File: src/rtl/avr_decode_stage.sv
// avr_decode_stage: one-deep decode stage for a small AVR subset.
// Takes a 16-bit fetched word through a valid/ready handshake. It registers
// one decoded bundle: ALU mode, register addresses, immediate, flags and the
// second-word address. It also keeps a saturating count of illegal words.
// Optional feature macro: AVR_DEC_TWO_WORD_EN enables two-word LDS/STS
// handling through an IDLE/WORD2 FSM. When it is undefined, those first
// words decode as illegal.
//
// Handshake: a word is taken on a rising edge when in_valid && in_ready.
// in_ready = !flush && (!out_valid || out_ready). A bundle is consumed when
// out_valid && out_ready. It stays unchanged while out_valid && !out_ready.
module avr_decode_stage #(
  parameter int DMODE_W = 4,
  parameter int K_W     = 8,
  parameter int CNT_W   = 8
) (
  input  logic               clk,
  input  logic               rst,
  input  logic               flush,
  input  logic               in_valid,
  output logic               in_ready,
  input  logic [15:0]        instr,
  output logic               out_valid,
  input  logic               out_ready,
  output logic [DMODE_W-1:0] dmode,
  output logic [4:0]         rd,
  output logic [4:0]         rr,
  output logic [K_W-1:0]     k,
  output logic               use_imm,
  output logic               wb,
  output logic               illegal,
  output logic [15:0]        addr,
  output logic [CNT_W-1:0]   ill_cnt,
  output logic               dbg_state
);

  typedef enum logic {S_IDLE = 1'b0, S_WORD2 = 1'b1} state_t;

  state_t             state_q, state_d;
  logic               out_valid_q, out_valid_d;
  logic [DMODE_W-1:0] dmode_q, dmode_d;
  logic [4:0]         rd_q, rd_d, rr_q, rr_d;
  logic [K_W-1:0]     k_q, k_d;
  logic               use_imm_q, use_imm_d, wb_q, wb_d, illegal_q, illegal_d;
  logic [15:0]        addr_q, addr_d;
  logic [CNT_W-1:0]   ill_cnt_q, ill_cnt_d;
  logic [4:0]         pend_rd_q, pend_rd_d;
  logic               pend_sts_q, pend_sts_d;

  logic       accept;
  logic       first_word;
  logic [3:0] dec_mode;
  logic [4:0] dec_rd, dec_rr;
  logic [7:0] dec_k;
  logic       dec_imm, dec_wb, dec_ill;

  assign in_ready = !flush && (!out_valid_q || out_ready);
  assign accept   = in_valid && in_ready;

`ifdef AVR_DEC_TWO_WORD_EN
  // LDS is 1001000ddddd0000 and STS is 1001001ddddd0000; bit 9 tells them apart.
  assign first_word = (instr[15:10] == 6'b100100) && (instr[3:0] == 4'b0000);
`else
  assign first_word = 1'b0;
`endif

  // Combinational decode of a single-word instruction; illegal by default.
  always_comb begin
    dec_mode = 4'b0010;
    dec_rd   = 5'd0;
    dec_rr   = 5'd0;
    dec_k    = 8'd0;
    dec_imm  = 1'b0;
    dec_wb   = 1'b1;
    dec_ill  = 1'b0;
    case (instr[15:10])
      6'b000000: dec_wb = 1'b0;
      6'b000011: dec_mode = 4'b0000;
      6'b000110: dec_mode = 4'b0001;
      6'b000101: begin dec_mode = 4'b0001; dec_wb = 1'b0; end
      6'b001000: dec_mode = 4'b0100;
      6'b001010: dec_mode = 4'b0101;
      6'b001001: dec_mode = 4'b0110;
      6'b001011: dec_mode = 4'b0010;
      default: begin
        dec_imm = 1'b1;
        case (instr[15:12])
          4'b1110: dec_mode = 4'b0011;
          4'b0101: dec_mode = 4'b0001;
          4'b0011: begin dec_mode = 4'b0001; dec_wb = 1'b0; end
          4'b0111: dec_mode = 4'b0100;
          4'b0110: dec_mode = 4'b0101;
          default: begin dec_ill = 1'b1; dec_wb = 1'b0; dec_imm = 1'b0; end
        endcase
      end
    endcase
    // Register forms use Rd/Rr fields; immediate forms address r16-r31.
    if (!dec_ill) begin
      if (dec_imm) begin
        dec_rd = {1'b1, instr[7:4]};
        dec_k  = {instr[11:8], instr[3:0]};
      end else begin
        dec_rd = {instr[8], instr[7:4]};
        dec_rr = {instr[9], instr[3:0]};
        dec_k  = instr[7:0];
      end
    end
  end

  // Next-state: flush first, then consumer drain, then the accepted word.
  always_comb begin
    state_d     = state_q;
    out_valid_d = out_valid_q;
    dmode_d     = dmode_q;
    rd_d        = rd_q;
    rr_d        = rr_q;
    k_d         = k_q;
    use_imm_d   = use_imm_q;
    wb_d        = wb_q;
    illegal_d   = illegal_q;
    addr_d      = addr_q;
    ill_cnt_d   = ill_cnt_q;
    pend_rd_d   = pend_rd_q;
    pend_sts_d  = pend_sts_q;
    if (flush) begin
      out_valid_d = 1'b0;
      state_d     = S_IDLE;
    end else begin
      if (out_valid_q && out_ready) out_valid_d = 1'b0;
      if (accept) begin
        if (state_q == S_WORD2) begin
          // Second word is a raw address, never decoded.
          state_d     = S_IDLE;
          out_valid_d = 1'b1;
          dmode_d     = pend_sts_q ? DMODE_W'(4'b0010) : DMODE_W'(4'b0011);
          wb_d        = !pend_sts_q;
          rd_d        = pend_rd_q;
          rr_d        = 5'd0;
          k_d         = '0;
          use_imm_d   = 1'b0;
          illegal_d   = 1'b0;
          addr_d      = instr;
        end else if (first_word) begin
          state_d    = S_WORD2;
          pend_rd_d  = instr[8:4];
          pend_sts_d = instr[9];
        end else begin
          out_valid_d = 1'b1;
          dmode_d     = DMODE_W'(dec_mode);
          rd_d        = dec_rd;
          rr_d        = dec_rr;
          k_d         = K_W'(dec_k);
          use_imm_d   = dec_imm;
          wb_d        = dec_wb;
          illegal_d   = dec_ill;
          addr_d      = 16'h0000;
          if (dec_ill && (ill_cnt_q != '1)) ill_cnt_d = ill_cnt_q + CNT_W'(1);
        end
      end
    end
  end

  // State and bundle registers with asynchronous reset.
  always_ff @(posedge clk or posedge rst) begin
    if (rst) begin
      state_q     <= S_IDLE;
      out_valid_q <= 1'b0;
      dmode_q     <= DMODE_W'(4'b0010);
      rd_q        <= 5'd0;
      rr_q        <= 5'd0;
      k_q         <= '0;
      use_imm_q   <= 1'b0;
      wb_q        <= 1'b0;
      illegal_q   <= 1'b0;
      addr_q      <= 16'h0000;
      ill_cnt_q   <= '0;
      pend_rd_q   <= 5'd0;
      pend_sts_q  <= 1'b0;
    end else begin
      state_q     <= state_d;
      out_valid_q <= out_valid_d;
      dmode_q     <= dmode_d;
      rd_q        <= rd_d;
      rr_q        <= rr_d;
      k_q         <= k_d;
      use_imm_q   <= use_imm_d;
      wb_q        <= wb_d;
      illegal_q   <= illegal_d;
      addr_q      <= addr_d;
      ill_cnt_q   <= ill_cnt_d;
      pend_rd_q   <= pend_rd_d;
      pend_sts_q  <= pend_sts_d;
    end
  end

  assign out_valid = out_valid_q;
  assign dmode     = dmode_q;
  assign rd        = rd_q;
  assign rr        = rr_q;
  assign k         = k_q;
  assign use_imm   = use_imm_q;
  assign wb        = wb_q;
  assign illegal   = illegal_q;
  assign addr      = addr_q;
  assign ill_cnt   = ill_cnt_q;
  assign dbg_state = state_q;

endmodule

File: config.mk
export PLATFORM = sky130hd
export DESIGN_NAME = avr_decode_stage
export DESIGN_NICKNAME = d
export VERILOG_FILES = /design/src/rtl/avr_decode_stage.sv
export SDC_FILE = /design/constraint.sdc
export NUM_CORES = 1
export LEC_CHECK = 0
export CORE_ASPECT_RATIO = 0.6
export CORE_MARGIN = 2
export CORE_UTILIZATION = 44
export CTS_BUF_LIST = sky130_fd_sc_hd__clkbuf_8
export CTS_CLUSTER_SIZE = 10
export DETAILED_ROUTE_END_ITERATION = 10
export HOLD_SLACK_MARGIN = 0.06
export PLACE_DENSITY = 0.82
export SLEW_MARGIN = 20
export SYNTH_ARGS = -nofsm -noshare
export SYNTH_HDL_FRONTEND = slang
export SYNTH_SLANG_ARGS = --single-unit
File: constraint.sdc
create_clock -name clk -period 2 [get_ports clk]
set_input_delay 0.4 -clock clk [delete_from_list [all_inputs] [get_ports clk]]
set_output_delay 0.4 -clock clk [all_outputs]
set_load 0.05 [all_outputs]
==> flow_summary.toml, run 1 <==
[setup_path]
crit_path_max_incr_delay_ns = 0.83
worstPathArrival_ns = 1.52
cp-end-kind = "output pin"
critPathTopFamily = "buffers and inverters"
start_kind = "register"
cp.required_ns = 1.60
path_cells = "clkdlybuf4s50_1"
setup.worst_path.class = "register to output pin"
worst_path_max_delay_cell = "clkdlybuf4s50_1"
path_buf_inv = 1
startpoint = "ill_cnt[5]$_DFFE_PP0P_"
worstPathMaxFanout = 4
reg2reg_from = "ill_cnt[0]$_DFFE_PP0P_"

[yosys]
ys_seq_elements = 33
avgSynthCellArea_um2 = 9.05
syn_area_um2 = 1780
ys.flop_type = "dfrtp_1"
yosysUniqueCellTypes = 42
synth_edf_count = 0
synth-seq-area-share_pct = 46.4
synth_cells = 197
yosys_warnings = 0
ys_async_sr_fraction_pct = 100

[sta]
worst_slew_pin_slew_ns = 0.521
max_slew_margin_pct = 65.2
period_needed_ns = 1.92
hold_ws_ns = 0.483
skew_ns = 0.00608
finalHoldViolCount = 0
finalSetupViolCount = 0
drv_slew = 0
fin_crit_sh_pct = 96.2
rsz0062_at_grt = "false"
max_freq_mhz = 520

[grt]
grt_antenna_before_repair = 0
overflow = 0
grt_pass1_wl_um = 7200
grtUsageTotal_pct = 20.9
grt_max_degree = 34
grt_pass1_vias = 1476

[clock_network]
cts_hold_buf = 0
cts_tree = "yes"
insertion_delay_ns = 0.28
clock-root-buffer = "clkbuf_8"
htree_levels = 2
cts-resized-gates = 0
clock-sinks = 33
cts.clk_slew.worst_paths_ns = 0.07
cts_setup_buffers = 0
cts_inserted_buffers = 5
cts.path.max_buffers = 2

[route]
drcViolationCount = 0
vias_per_cell = 5.14
dr.pass1.iters = 4
routed_wl_um = 4610
antenna_left = 0
wl_per_cell_um = 14.6
drt_iter0_markers = 125
via_count = 1625

[worst_hold_path]
hp-start = "rr[3]$_DFFE_PP0P_"
hp-class = "register to register"

[finish]
final_common_cell = "clkdlybuf4s50_1"
final_core_util_pct = 67.8
layout-drive-gt1-share_pct = 15.2
layout_common_cells = "clkdlybuf4s50_1, nand2_1, dfrtp_1, buf_4, nor2_1"
fin_nets = 290
fill_cells = 319
seqCellArea_um2 = 827
syn_to_final_growth_pct = 44.1
multi_input_area_um2 = 821
diodes = 0

[die]
rows = 17
die_w_um = 86.2
die_h_um = 53.3
io_pins = 73
floorplan.die_area_um2 = 4590
core_um2 = 3790
start_util_pct = 47.1

[placed_design]
detailed_place_hpwl_um = 3360
portBuffers = 54
place.gp.congestion = 0.836

[pwr]
ir_worst_vdd_mv = 0.561
power.density_nw_per_um2 = 1000
leakage_uw = 0.00117

[job]
drv_cap = 0

[status]
status = "finished, final reports clean"
## flip-flops by register name, indices dropped and copies added, names as in the netlist
name and count:
dmode 3, ill_cnt 8, illegal 1, k 8, out_valid 1, rd 5
rr 5, use_imm 1, wb 1
## cell families (layout without fill, tap and decap cells)
logic type	after synthesis	in the layout	synth area share (%)
adders and majority gates	1	1	0.702
DFF	33	33	46.4
and+or+nand+nor	77	77	19.4
muxes	2	2	1.19
buffers and inverters	33	88	11.7
xor gates and xnor gates	9	9	5.47
AOI/OAI and AO/OA	41	41	14.9
other	1	18	0.210
## cells in the mapped netlist, types with 2 or more instances
| library cell | instances | share of area (%) |
|---|---|---|
| o211ai_1 | 2 | 0.84 |
| nand4_1 | 4 | 1.4 |
| nand2_1 | 34 | 7.2 |
| buf_4 | 19 | 8.0 |
| nor2_1 | 23 | 4.8 |
| nor2b_1 | 2 | 0.70 |
| a21oi_1 | 6 | 1.7 |
| dfrtp_1 | 32 | 45 |
| and2b_1 | 2 | 0.84 |
| buf_2 | 5 | 1.4 |
| clkbuf_1 | 4 | 0.84 |
| nand3_1 | 3 | 0.84 |
| xnor2_1 | 6 | 2.9 |
| and3_1 | 3 | 1.1 |
| o21ai_0 | 17 | 4.8 |
| inv_1 | 4 | 0.84 |
| a221oi_1 | 4 | 2.0 |
| a31oi_1 | 2 | 0.70 |
| xor2_1 | 2 | 0.98 |
## report_power, final
| group | switching [uW] | internal [uW] |
|---|---|---|
| registers | 102 | 780 |
| clock network | 250 | 401 |
| logic | 692 | 349 |
| total | 1040 | 1530 |
## metrics by stage
stage | std cells | setup WS, ns | area [um^2] | setup TNS (ns) | power, uW
final | 316 | 0.0766 | 2570 | 0 | 2570
after global routing | 316 | 0.0291 | 2570 | 0 | 2700
after CTS | 316 | 0.0332 | 2550 | 0 | 2580
after detailed placement | 308 | -0.154 | 2440 | -1.84 | 1930
after global placement | 308 | -0.102 | 2440 | -1.27 | 1910
after floorplan | 214 | 0.0558 | 1850 | 0 | 1580
## path summary, 6_finish.rpt
kind                                          end  slack [ns]  cells past startpoint
setup / recovery                       ill_cnt[5]        0.08                      1
hold / removal                  rr[3]$_DFFE_PP0P_        0.48                      2
setup reg to reg           ill_cnt[6]$_DFFE_PP0P_        0.31                      7
hold reg to reg                 rr[3]$_DFFE_PP0P_        0.48                      2
max in group asynchronous    dmode[1]$_DFFE_PP1P_        1.14                      3
min in group asynchronous        k[3]$_DFFE_PP0P_        0.51                      3
## area by class of cell
cell class | instances | share of cell area (%)
sequential | 33 | 32.2
tap | 47 | 2.29
multi-input combinational | 148 | 32.0
clock buffer | 6 | 3.21
inverter | 4 | 0.585
timing repair buffer | 76 | 28.4
clock inverter | 2 | 1.32
## tightest hold or removal path, cell delays in order (launching register included)
cell	delay, ns
dfrtp_1	0.34
nand2_1	0.05
o21ai_0	0.06
## layer usage
layer	share of wire, %	global-route usage [%]	routed length (um)
met5	0	0	0
met2	43	30.1	2000
met3	7.4	5.30	341
met4	1.5	4.95	68
met1	48	31.1	2210
Power figures use the tool's default switching activity.
==> run 2: changes to the inputs <==
- SETUP_SLACK_MARGIN: default -> 0.02
==> results of run 2 <==
The final DEF is identical to that of run 1; final timing and power are the same.
==> run 3: changes to the inputs <==
- MAX_ROUTING_LAYER: default -> met4
==> run 3 against run 2 <==
Sequential share of layout area decreased by 0.31 points; via count decreased by 1.7%; power is 0.42% higher; critical path depth stayed put; first-iteration DRC count shrank 42%; critical path type unchanged; utilization rose by 0.66 points.
==> flow_summary.toml, run 3 (synthesis gave the netlist of run 1 again) <==
[status]
status = "finished, final reports clean"

[clock_network]
cts_setup_buffers = 0
cts.clk_slew.worst_paths_ns = 0.07
cts_tree = "yes"
insertion_delay_ns = 0.28
htree_levels = 2
clock-root-buffer = "clkbuf_8"
cts_inserted_buffers = 5
cts.path.max_buffers = 2
cts_hold_buf = 0
cts-resized-gates = 1
clock-sinks = 33

[route]
via_count = 1597
drcViolationCount = 0
antenna_left = 0
dr.pass1.iters = 4
routed_wl_um = 4570
drt_iter0_markers = 73
vias_per_cell = 5.01
wl_per_cell_um = 14.3

[sta]
fin_crit_sh_pct = 96.8
finalHoldViolCount = 0
rsz0062_at_grt = "false"
worst_slew_pin_slew_ns = 0.533
period_needed_ns = 1.94
finalSetupViolCount = 0
hold_ws_ns = 0.488
drv_slew = 0
max_slew_margin_pct = 64.4
max_freq_mhz = 516
skew_ns = 0.00661

[placed_design]
portBuffers = 54
place_area_um2 = 2460
place.gp.congestion = 0.835
detailed_place_hpwl_um = 3450

[worst_hold_path]
hp-start = "use_imm$_DFFE_PP0P_"
holdPathStages = 2
holdPathEnd = "use_imm$_DFFE_PP0P_"
hp-class = "register to register"

[die]
floorplan.die_area_um2 = 4590
die_w_um = 86.2
rows = 17
io_pins = 73
die_h_um = 53.3
start_util_pct = 47.1
core_um2 = 3790

[finish]
diodes = 0
layout_common_cells = "clkdlybuf4s50_1, nand2_1, dfrtp_1, buf_4, nor2_1"
fin_nets = 293
fill_cells = 302
final_common_cell = "clkdlybuf4s50_1"
syn_to_final_growth_pct = 45.5
stdcell_area_um2 = 2590
final_core_util_pct = 68.5
layout-drive-gt1-share_pct = 16.5

[setup_path]
path_buf_inv = 1
crit_path_max_incr_delay_ns = 0.83
worstPathArrival_ns = 1.54
worstRegToRegCells = 7
reg2reg_from = "ill_cnt[0]$_DFFE_PP0P_"
worst_path_max_delay_cell = "clkdlybuf4s50_1"
setup.worst_path.class = "register to output pin"
critPathTopFamily = "buffers and inverters"
cp.required_ns = 1.60
rrSetupSlack_ns = 0.29
start_kind = "register"
path_cells = "clkdlybuf4s50_1"
worstReg2RegEnd = "ill_cnt[0]$_DFFE_PP0P_"
worstPathMaxFanout = 4
cp-end-kind = "output pin"
path_depth = 1

[pwr]
power.density_nw_per_um2 = 996
ir_worst_vdd_mv = 0.499
leakage_uw = 0.00117

[grt]
overflow = 0
grt_pass1_wl_um = 7210
grt_pass1_vias = 1476
grtUsageTotal_pct = 21.4
grt_antenna_before_repair = 0
grt_max_degree = 34

[job]
drv_cap = 0
[run 3: cell types whose count changed in the layout (fill, tap and decap cells not counted)]
| cell | change |
|---|---|
| a221oi_2 | +1 |
| dlygate4sd2_1 | +1 |
| a221oi_1 | -1 |
| dlymetal6s2s_1 | -1 |
| buf_4 | +3 |
[run 3: worst max path at each step]
stage | startpoint | endpoint
after CTS | ill_cnt[0]$_DFFE_PP0P_ | ill_cnt[0]
final | ill_cnt[5]$_DFFE_PP0P_ | ill_cnt[5]
after global placement | instr[11] | k[5]$_DFFE_PP0P_
after global routing | ill_cnt[0]$_DFFE_PP0P_ | ill_cnt[0]
after floorplan | out_valid$_DFFE_PP0P_ | k[4]$_DFFE_PP0P_
after detailed placement | instr[11] | k[3]$_DFFE_PP0P_
[run 3: cell type report]
cell class | count | area [um^2] | area share, %
clock buffers | 6 | 82.6 | 3.18
inverters | 4 | 15.0 | 0.579
repair buffers | 79 | 749 | 28.9
multi-input cells | 148 | 827 | 31.9
clock inverters | 2 | 33.8 | 1.30
well taps | 47 | 58.8 | 2.27
flip-flops and latches | 33 | 827 | 31.9
[run 3: through the flow]
stage	worst slack [ns]	std cells	power, uW	TNS, ns
global route	0.0258	319	2690	0
detailed placement	-0.181	311	1950	-2.39
global placement	-0.0955	311	1920	-0.927
floorplan	0.0558	214	1580	0
finish	0.0638	319	2580	0
CTS	0.0565	319	2590	0
[run 3: power by group]
group          switching [uW]  internal, uW
sequential                103           779
clock                     253           401
combinational             697           350
total                    1050          1530
[run 3: routing by layer]
layer | wire length (um) | up-vias | part of all wire (%) | track usage (%)
li1 | - | 779 | - | -
met5 | 0 | - | 0 | -
met3 | 306 | 6 | 6.7 | 5.77
met1 | 2240 | 746 | 49 | 29.7
met2 | 1990 | 66 | 44 | 31.5
met4 | 38 | 0 | 0.83 | 4.95
